**config.mk**
```make
export PLATFORM = sky130hd
export DESIGN_NAME = pb_field_encoder
export DESIGN_NICKNAME = d
export VERILOG_FILES = /design/src/rtl/pb_field_encoder.sv
export SDC_FILE = /design/constraint.sdc
export NUM_CORES = 1
export LEC_CHECK = 0
export ABC_CLOCK_PERIOD_IN_PS = 3400
export BUFFER_PORTS_ARGS = -buffer_cell sky130_fd_sc_hd__buf_2
export CAP_MARGIN = 20
export CORE_UTILIZATION = 50
export CTS_CLUSTER_DIAMETER = 60
export DETAILED_ROUTE_END_ITERATION = 10
export GPL_ROUTABILITY_DRIVEN = 0
export HOLD_SLACK_MARGIN = 0.05
export PLACE_DENSITY = 0.73
export SLEW_MARGIN = 40
export SYNTH_ARGS = -nofsm -noshare
export SYNTH_HDL_FRONTEND = slang
export SYNTH_SLANG_ARGS = --single-unit
```
**constraint.sdc**
```tcl
create_clock -name clk -period 3.4 [get_ports clk]
set_input_delay 0.17 -clock clk [delete_from_list [all_inputs] [get_ports clk]]
set_output_delay 0.17 -clock clk [all_outputs]
set_load 0.005 [all_outputs]
```
**src/rtl/pb_field_encoder.sv**
```systemverilog
// Protobuf field encoder: key varint then value varint, LSB group first.
// Wire types 0 (varint) and 2 (length prefix only) are accepted.
module pb_field_encoder #(
  parameter int FIELD_NUM_W = 29,
  parameter int VALUE_W     = 64,
  parameter int CNT_W       = 16
) (
  input  logic                   clk,
  input  logic                   rst_n,
  input  logic                   in_valid,
  output logic                   in_ready,
  input  logic [FIELD_NUM_W-1:0] in_field_number,
  input  logic [2:0]             in_wire_type,
  input  logic [VALUE_W-1:0]     in_value,
  output logic                   out_valid,
  input  logic                   out_ready,
  output logic [7:0]             out_byte,
  output logic                   out_last,
  output logic                   err_pulse,
  output logic                   busy,
  output logic [CNT_W-1:0]       field_count
);

  localparam int KEY_W = FIELD_NUM_W + 3;

  typedef enum logic [1:0] {
    IDLE,
    KEY,
    VALUE
  } state_e;

  state_e             state_q, state_d;
  logic [KEY_W-1:0]   key_q, key_d;
  logic [VALUE_W-1:0] val_q, val_d;
  logic               err_q, err_d;
  logic [CNT_W-1:0]   cnt_q, cnt_d;

  logic key_more;
  logic val_more;
  logic fire;
  logic good;

  assign key_more = |key_q[KEY_W-1:7];
  assign val_more = |val_q[VALUE_W-1:7];
  assign good     = ((in_wire_type == 3'd0) ||
                     (in_wire_type == 3'd2)) &&
                    (|in_field_number);

  assign in_ready    = (state_q == IDLE);
  assign busy        = (state_q != IDLE);
  assign err_pulse   = err_q;
  assign field_count = cnt_q;
  assign fire        = out_valid && out_ready;

  always_comb begin
    out_valid = 1'b0;
    out_byte  = 8'd0;
    out_last  = 1'b0;
    unique case (state_q)
      KEY: begin
        out_valid = 1'b1;
        out_byte  = {key_more, key_q[6:0]};
      end
      VALUE: begin
        out_valid = 1'b1;
        out_byte  = {val_more, val_q[6:0]};
        out_last  = !val_more;
      end
      default: ;
    endcase
  end

  always_comb begin
    state_d = state_q;
    key_d   = key_q;
    val_d   = val_q;
    err_d   = 1'b0;
    cnt_d   = cnt_q;
    unique case (state_q)
      IDLE: begin
        if (in_valid) begin
          if (good) begin
            key_d   = {in_field_number, in_wire_type};
            val_d   = in_value;
            state_d = KEY;
          end else begin
            err_d = 1'b1;
          end
        end
      end
      KEY: begin
        if (fire) begin
          key_d = key_q >> 7;
          if (!key_more) state_d = VALUE;
        end
      end
      VALUE: begin
        if (fire) begin
          val_d = val_q >> 7;
          if (!val_more) begin
            state_d = IDLE;
            cnt_d   = cnt_q + CNT_W'(1);
          end
        end
      end
      default: state_d = IDLE;
    endcase
  end

  always_ff @(posedge clk or negedge rst_n) begin
    if (!rst_n) begin
      state_q <= IDLE;
      key_q   <= '0;
      val_q   <= '0;
      err_q   <= 1'b0;
      cnt_q   <= '0;
    end else begin
      state_q <= state_d;
      key_q   <= key_d;
      val_q   <= val_d;
      err_q   <= err_d;
      cnt_q   <= cnt_d;
    end
  end

endmodule

```
==> flow_summary.ini, run 1 <==
[power_and_ir_drop]
ir_drop_uv = 442.8
p_leak_nw = 3.410
power_density_nw_per_um2 = 750.7

[clock_tree]
post_cts_buffers = 0
clockRootBuffer = clkbuf_16
cts.sinks = 115
insertion_delay_ns = 0.42
h-tree-depth = 4
clk_pin_slew_ns = 0.05
cts.path.max_buffers = 2
cts_tree = done
cts_inserted_buffers = 17

[synth]
synth_top_cell_area_share_pct = 49.53
ys_seq_elements = 115
synth_warnings = 0
async_reset_ff_share_pct = 100.0
yosys_most_used_dff = dfrtp_1
syn_area_um2 = 5811
synth-edff-count = 0
avgSynthCellArea_um2 = 9.782
synth-seq-area-share_pct = 49.53
synth_top_area_cell = dfrtp_1
synth.most_common_cell = dfrtp_1
synth_top_cells_by_area = dfrtp_1 50%, mux2i_1 10%, nor2_1 6.3%
netlist_instances = 594
synth_cell_types = 42
synth_common_cells = 115 x dfrtp_1, 97 x nor2_1, 66 x a21oi_1
syn_nets = 698

[routing]
drt-initial-drc-count = 345
viasPerCell = 5.576
drtPass1Iterations = 7
wire_per_inst_um = 16.74
antenna_left = 0
route.detailed.drc = 0
routed_wl_um = 15120
via_count = 5035

[worst_hold_path]
hp-class = in -> reg
hold_path_depth = 3
worstHoldEndpoint = val_q[40]
min_from = in_value[40]

[layout]
final_util_pct = 65.58
instances_no_fill = 903
drive_gt1_share_pct = 24.21
seqCellArea_um2 = 2878
nets = 854
diodes = 0
area_delta_synth_final_pct = 28.32
fillCellCount = 915
multi_input_area_um2 = 2591

[grt]
overflow = 0
antenna_found_initial = 1
grt.total_usage_pct = 26.39
grt_pass1_vias = 4871
grt_max_degree = 93
grt_pass1_wl_um = 23830

[die]
die_width_um = 109.8
start_util_pct = 51.11
io_pins = 129
rows = 39
die_y_um = 109.8
die_area_um2 = 12060
coreArea_um2 = 11370

[timing]
finalCritPeriodShare_pct = 78.46
max_clock_freq_mhz = 374.9
relSlewSlack_pct = 49.75
finalSetupViolCount = 0
timing.hold.ws_ns = 0.05649
slew_viol_final = 0
clock_skew_ns = 0.005040
hold_viol_final = 0
tns_ns = 0
rsz0062_at_grt = false
finalCriticalPeriod_ns = 2.668
worstMarginPinSlew_ns = 0.7537

[placed_design]
dpl.cell_count = 838
io_buffer_count = 128
dpl.hpwl_um = 10200

[worst_setup_path]
arrival_ns = 2.97
critPathLaunchType = flip-flop
r2r_slack_ns = 0.73
r2r_start = val_q[44]
reg2reg_depth = 5
cp.required_ns = 3.70
rr_endpoint = field_count[1]
critPathKind = reg -> reg
critical_path.max_fanout = 16
crit_path_end_kind = flip-flop

[job]
max-cap-violations = 0

[run_status]
status = finished clean
-- worst max-delay path by stage --
stage	slack [ns]	to	cells after the start	start
floorplan	1.38	val_q[41]	9	state_q[1]
global placement	0.75	field_count[1]	5	val_q[15]
detailed placement	0.71	field_count[5]	6	val_q[44]
CTS	0.71	field_count[5]	6	val_q[44]
global route	0.48	field_count[11]	6	val_q[60]
finish	0.73	field_count[1]	5	val_q[44]
-- routing by layer --
layer | share of wire (%) | wire [um] | GRT usage (%) | up-vias
met4 | 2.4 | 366 | 11.05 | 2
met2 | 48 | 7306 | 42.86 | 175
met1 | 43 | 6516 | 33.50 | 2424
met5 | 0.066 | 10 | 0 | -
met3 | 6.1 | 916 | 6.698 | 36
li1 | - | - | - | 2398
-- state kept, by name (all words and copies together), names as in the netlist --
signal and count:
err_pulse 1, field_count 16, key_q 32, state_q 2, val_q 64
-- per-stage QoR --
step	power (mW)	setup slack (ns)	instance area, um2
finish	5.597	0.7324	7456
global route	5.947	0.4803	7456
CTS	5.607	0.7065	7453
detailed placement	3.945	0.7140	6568
global placement	3.850	0.7481	6560
floorplan	3.385	1.380	5811
-- worst max-delay path: stages, from the launching register on --
cell	delay (ns)
dfrtp_1	0.39
nor4_1	0.35
nand4_1	0.17
nor4_2	0.49
and4_1	0.75
mux2_2	0.41
-- power by group --
part           internal (mW)  switching, mW  leakage, nW
combinational          0.697          0.930         1.82
clock                   1.02          0.595        0.259
sequential              1.91          0.445         1.33
-- final cells by class --
| cell class | instances | share of cell area [%] |
|---|---|---|
| sequential | 115 | 38.60 |
| multi-input combinational | 394 | 34.75 |
| timing repair buffer | 171 | 14.63 |
| clock buffer | 23 | 6.276 |
| inverter | 51 | 2.568 |
| tap | 143 | 2.400 |
| clock inverter | 6 | 0.7719 |
-- kinds of logic after synthesis --
| group | after synthesis | share of synthesized area (%) |
|---|---|---|
| buffers and inverters | 85 | 6.266 |
| muxes | 60 | 10.38 |
| xor gates and xnor gates | 15 | 2.519 |
| AOI/OAI and AO/OA | 125 | 14.41 |
| DFF | 115 | 49.53 |
| adders and majority gates | 4 | 0.8614 |
| and+or+nand+nor | 190 | 16.04 |
-- layout by cell type, fill, tap and decap left out, types with 6 or more instances in the layout --
cell,Yosys,final
a221oi_2,8,8
inv_1,49,49
a22oi_1,8,8
buf_2,11,127
a21oi_1,66,66
nor2b_1,8,8
nand4_1,12,12
xnor2_1,12,12
a221oi_1,15,15
clkbuf_16,0,17
and3_1,6,6
nor2_1,97,96
o21ai_0,12,12
dlygate4sd3_1,0,36
mux2i_1,58,58
nor4_1,24,24
nand2_1,24,24
a22o_1,7,7
dfrtp_1,115,115
-- repair_timing --
action,in CTS,in global routing
hold endpoints to repair,126,0
resized for setup,0,0
hold buffers,36,0
Power figures use the tool's default switching activity.
==> run 2, diff against run 1 <==
--- a/config.mk
+++ b/config.mk
@@ -5,15 +5,15 @@
 export SDC_FILE = /design/constraint.sdc
 export NUM_CORES = 1
 export LEC_CHECK = 0
-export ABC_CLOCK_PERIOD_IN_PS = 3400
+export ABC_CLOCK_PERIOD_IN_PS = 2200
 export BUFFER_PORTS_ARGS = -buffer_cell sky130_fd_sc_hd__buf_2
 export CAP_MARGIN = 20
-export CORE_UTILIZATION = 50
+export CORE_UTILIZATION = 49
 export CTS_CLUSTER_DIAMETER = 60
 export DETAILED_ROUTE_END_ITERATION = 10
 export GPL_ROUTABILITY_DRIVEN = 0
 export HOLD_SLACK_MARGIN = 0.05
-export PLACE_DENSITY = 0.73
+export PLACE_DENSITY = 0.74
 export SLEW_MARGIN = 40
 export SYNTH_ARGS = -nofsm -noshare
 export SYNTH_HDL_FRONTEND = slang
==> constraint.sdc (replaced) <==
create_clock -name clk -period 2.2 [get_ports clk]
set_input_delay 0.11 -clock clk [delete_from_list [all_inputs] [get_ports clk]]
set_output_delay 0.11 -clock clk [all_outputs]
set_load 0.005 [all_outputs]
==> run 2 against run 1 <==
The flow now finishes with violations (negative setup slack). Sequential power increased by 58%. First-iteration DRC count up 42%. Clock power is 73% higher. Final area increased by 15%. Sequential share of layout area shrank 5.2 points. Core utilization grew 9.5 points.
==> flow_summary.ini, run 2 (synthesis results as in run 1) <==
[clock_tree]
h-tree-depth = 4
clk_pin_slew_ns = 0.06
cts_inserted_buffers = 17
cts.sinks = 115
clockRootBuffer = clkbuf_16
cts.path.max_buffers = 2
cts_tree = done
insertion_delay_ns = 0.42

[worst_setup_path]
crit_buf_inv = 2
critPathSlowestCell = dfrtp_1
crit_path_end_kind = output port
reg2reg_depth = 7
critical_path.max_fanout = 3
cp.required_ns = 2.09
critPathLaunchType = flip-flop
cp_top_family = simple AND/OR/NAND/NOR gates
critPathKind = reg -> out
crit_chain = nor4_2, nand4_1, nor4_4, buf_4, o22ai_2, and2_4, buf_6
r2r_slack_ns = -0.13
arrival_ns = 2.29
critical_path.max_stage_delay_ns = 0.44
r2r_start = val_q[40]
rr_endpoint = field_count[1]

[layout]
mostFrequentLayoutCells = 126 x buf_2, 115 x dfrtp_1, 96 x nor2_1
top_register = val_q
largest_reg_flops = 64
drive_gt1_share_pct = 29.17
nets = 931
area_delta_synth_final_pct = 48.17
layout_commonest_cell = buf_2

[die]
die_width_um = 110.9
start_util_pct = 50.67
io_pins = 129
die_area_um2 = 12300
coreArea_um2 = 11470
die_y_um = 110.9
rows = 39

[routing]
viasPerCell = 5.722
antenna_left = 0
drtPass1Iterations = 5
wire_per_inst_um = 18.70
routed_wl_um = 18400
via_count = 5630
route.detailed.drc = 0
drt-initial-drc-count = 490

[worst_hold_path]
min_from = in_value[46]
hp-class = in -> reg
hold_path_depth = 3
worstHoldEndpoint = val_q[46]

[timing]
max_clock_freq_mhz = 416.7
finalSetupViolCount = 21
worstMarginPinSlew_ns = 0.6331
finalCriticalPeriod_ns = 2.400
setup_ws_ns = -0.1999
rsz0062_at_grt = true
tns_ns = -1.727
timing.hold.ws_ns = 0.05786
slew_viol_final = 0
relSlewSlack_pct = 57.80
hold_viol_final = 0
finalCritPeriodShare_pct = 109.1
clock_skew_ns = 0.01025

[power_and_ir_drop]
p_total_mw = 9.701
p_leak_nw = 3.952
power_density_nw_per_um2 = 1127
ir_drop_uv = 751.6

[grt]
grt_max_degree = 116
overflow = 0
grt_pass1_vias = 5637
antenna_found_initial = 1
grt.total_usage_pct = 29.15
grt_pass1_wl_um = 27900

[job]
max-cap-violations = 0

[placed_design]
dpl.hpwl_um = 10040
io_buffer_count = 128

[run_status]
status = complete, but fails checks
failed_checks = negative setup slack
-- run 2: cell types whose count changed in the layout (fill, tap and decap cells not counted), moves of 4 or more --
cell and delta:
nand2_1 -4, buf_4 +16, nor4_2 +10, dlygate4sd3_1 +50, nor4_1 -13, buf_12 +6
-- run 2: area by class of cell --
cell class	count	area (um2)
Sequential cell	115	2878
Timing Repair Buffer	248	1952
Multi-Input combinational cell	394	2804
Clock buffer	21	470.5
Clock inverter	11	132.6
Tap cell	143	178.9
Antenna cell	1	2.502
Fill cell	725	2858
Inverter	51	191.4
-- run 2: timing repair --
action                                  CTS  global route
hold buffers                             86             0
hold endpoints to repair                200             0
resized for setup                        16            27
pin swaps                                 9            14
endpoints found under the setup margin   11            95
gates cloned                              1             3
buffers inserted                          4             5
-- run 2: worst max-delay path by stage --
| stage | startpoint | end | slack, ns | depth (start not counted) |
|---|---|---|---|---|
| 2_1_floorplan | state_q[1] | val_q[41] | 0.18 | 9 |
| 3_3_place_gp | val_q[54] | field_count[1] | -0.07 | 6 |
| 3_5_place_dp | val_q[15] | field_count[1] | -0.04 | 6 |
| 4_1_cts | val_q[12] | out_byte[7] | -0.24 | 7 |
| 5_1_grt | val_q[40] | out_byte[7] | -0.33 | 7 |
| 6_report | val_q[40] | out_byte[7] | -0.20 | 7 |
-- run 2: stage by stage --
step                area [um2]  util [%]  worst slack [ns]  std cells
floorplan                 5811         -            0.1802        594
global placement          6715     58.56          -0.07060        852
detailed placement        6715     58.56          -0.03918        852
CTS                       8310     72.47           -0.2351        975
global route              8610     75.08           -0.3265        984
finish                    8610     75.08           -0.1999        984
-- run 2: power by group --
| group | internal (mW) | switching, mW |
|---|---|---|
| registers | 2.95 | 0.764 |
| logic | 1.47 | 1.71 |
| clock network | 1.85 | 0.963 |
| total | 6.27 | 3.43 |
-- run 2: worst min-delay path, delay by kind of cell --
family	cells	cell delay [ns]
compound gates	1	0.15
buf+inv	1	0.09
mux	1	0.08
-- run 2: per-layer routing --
metal | share of wire [%] | track usage, %
met5 | 0 | 0
met4 | 3.9 | 13.78
met3 | 5.8 | 7.545
met2 | 50 | 48.99
met1 | 41 | 34.90
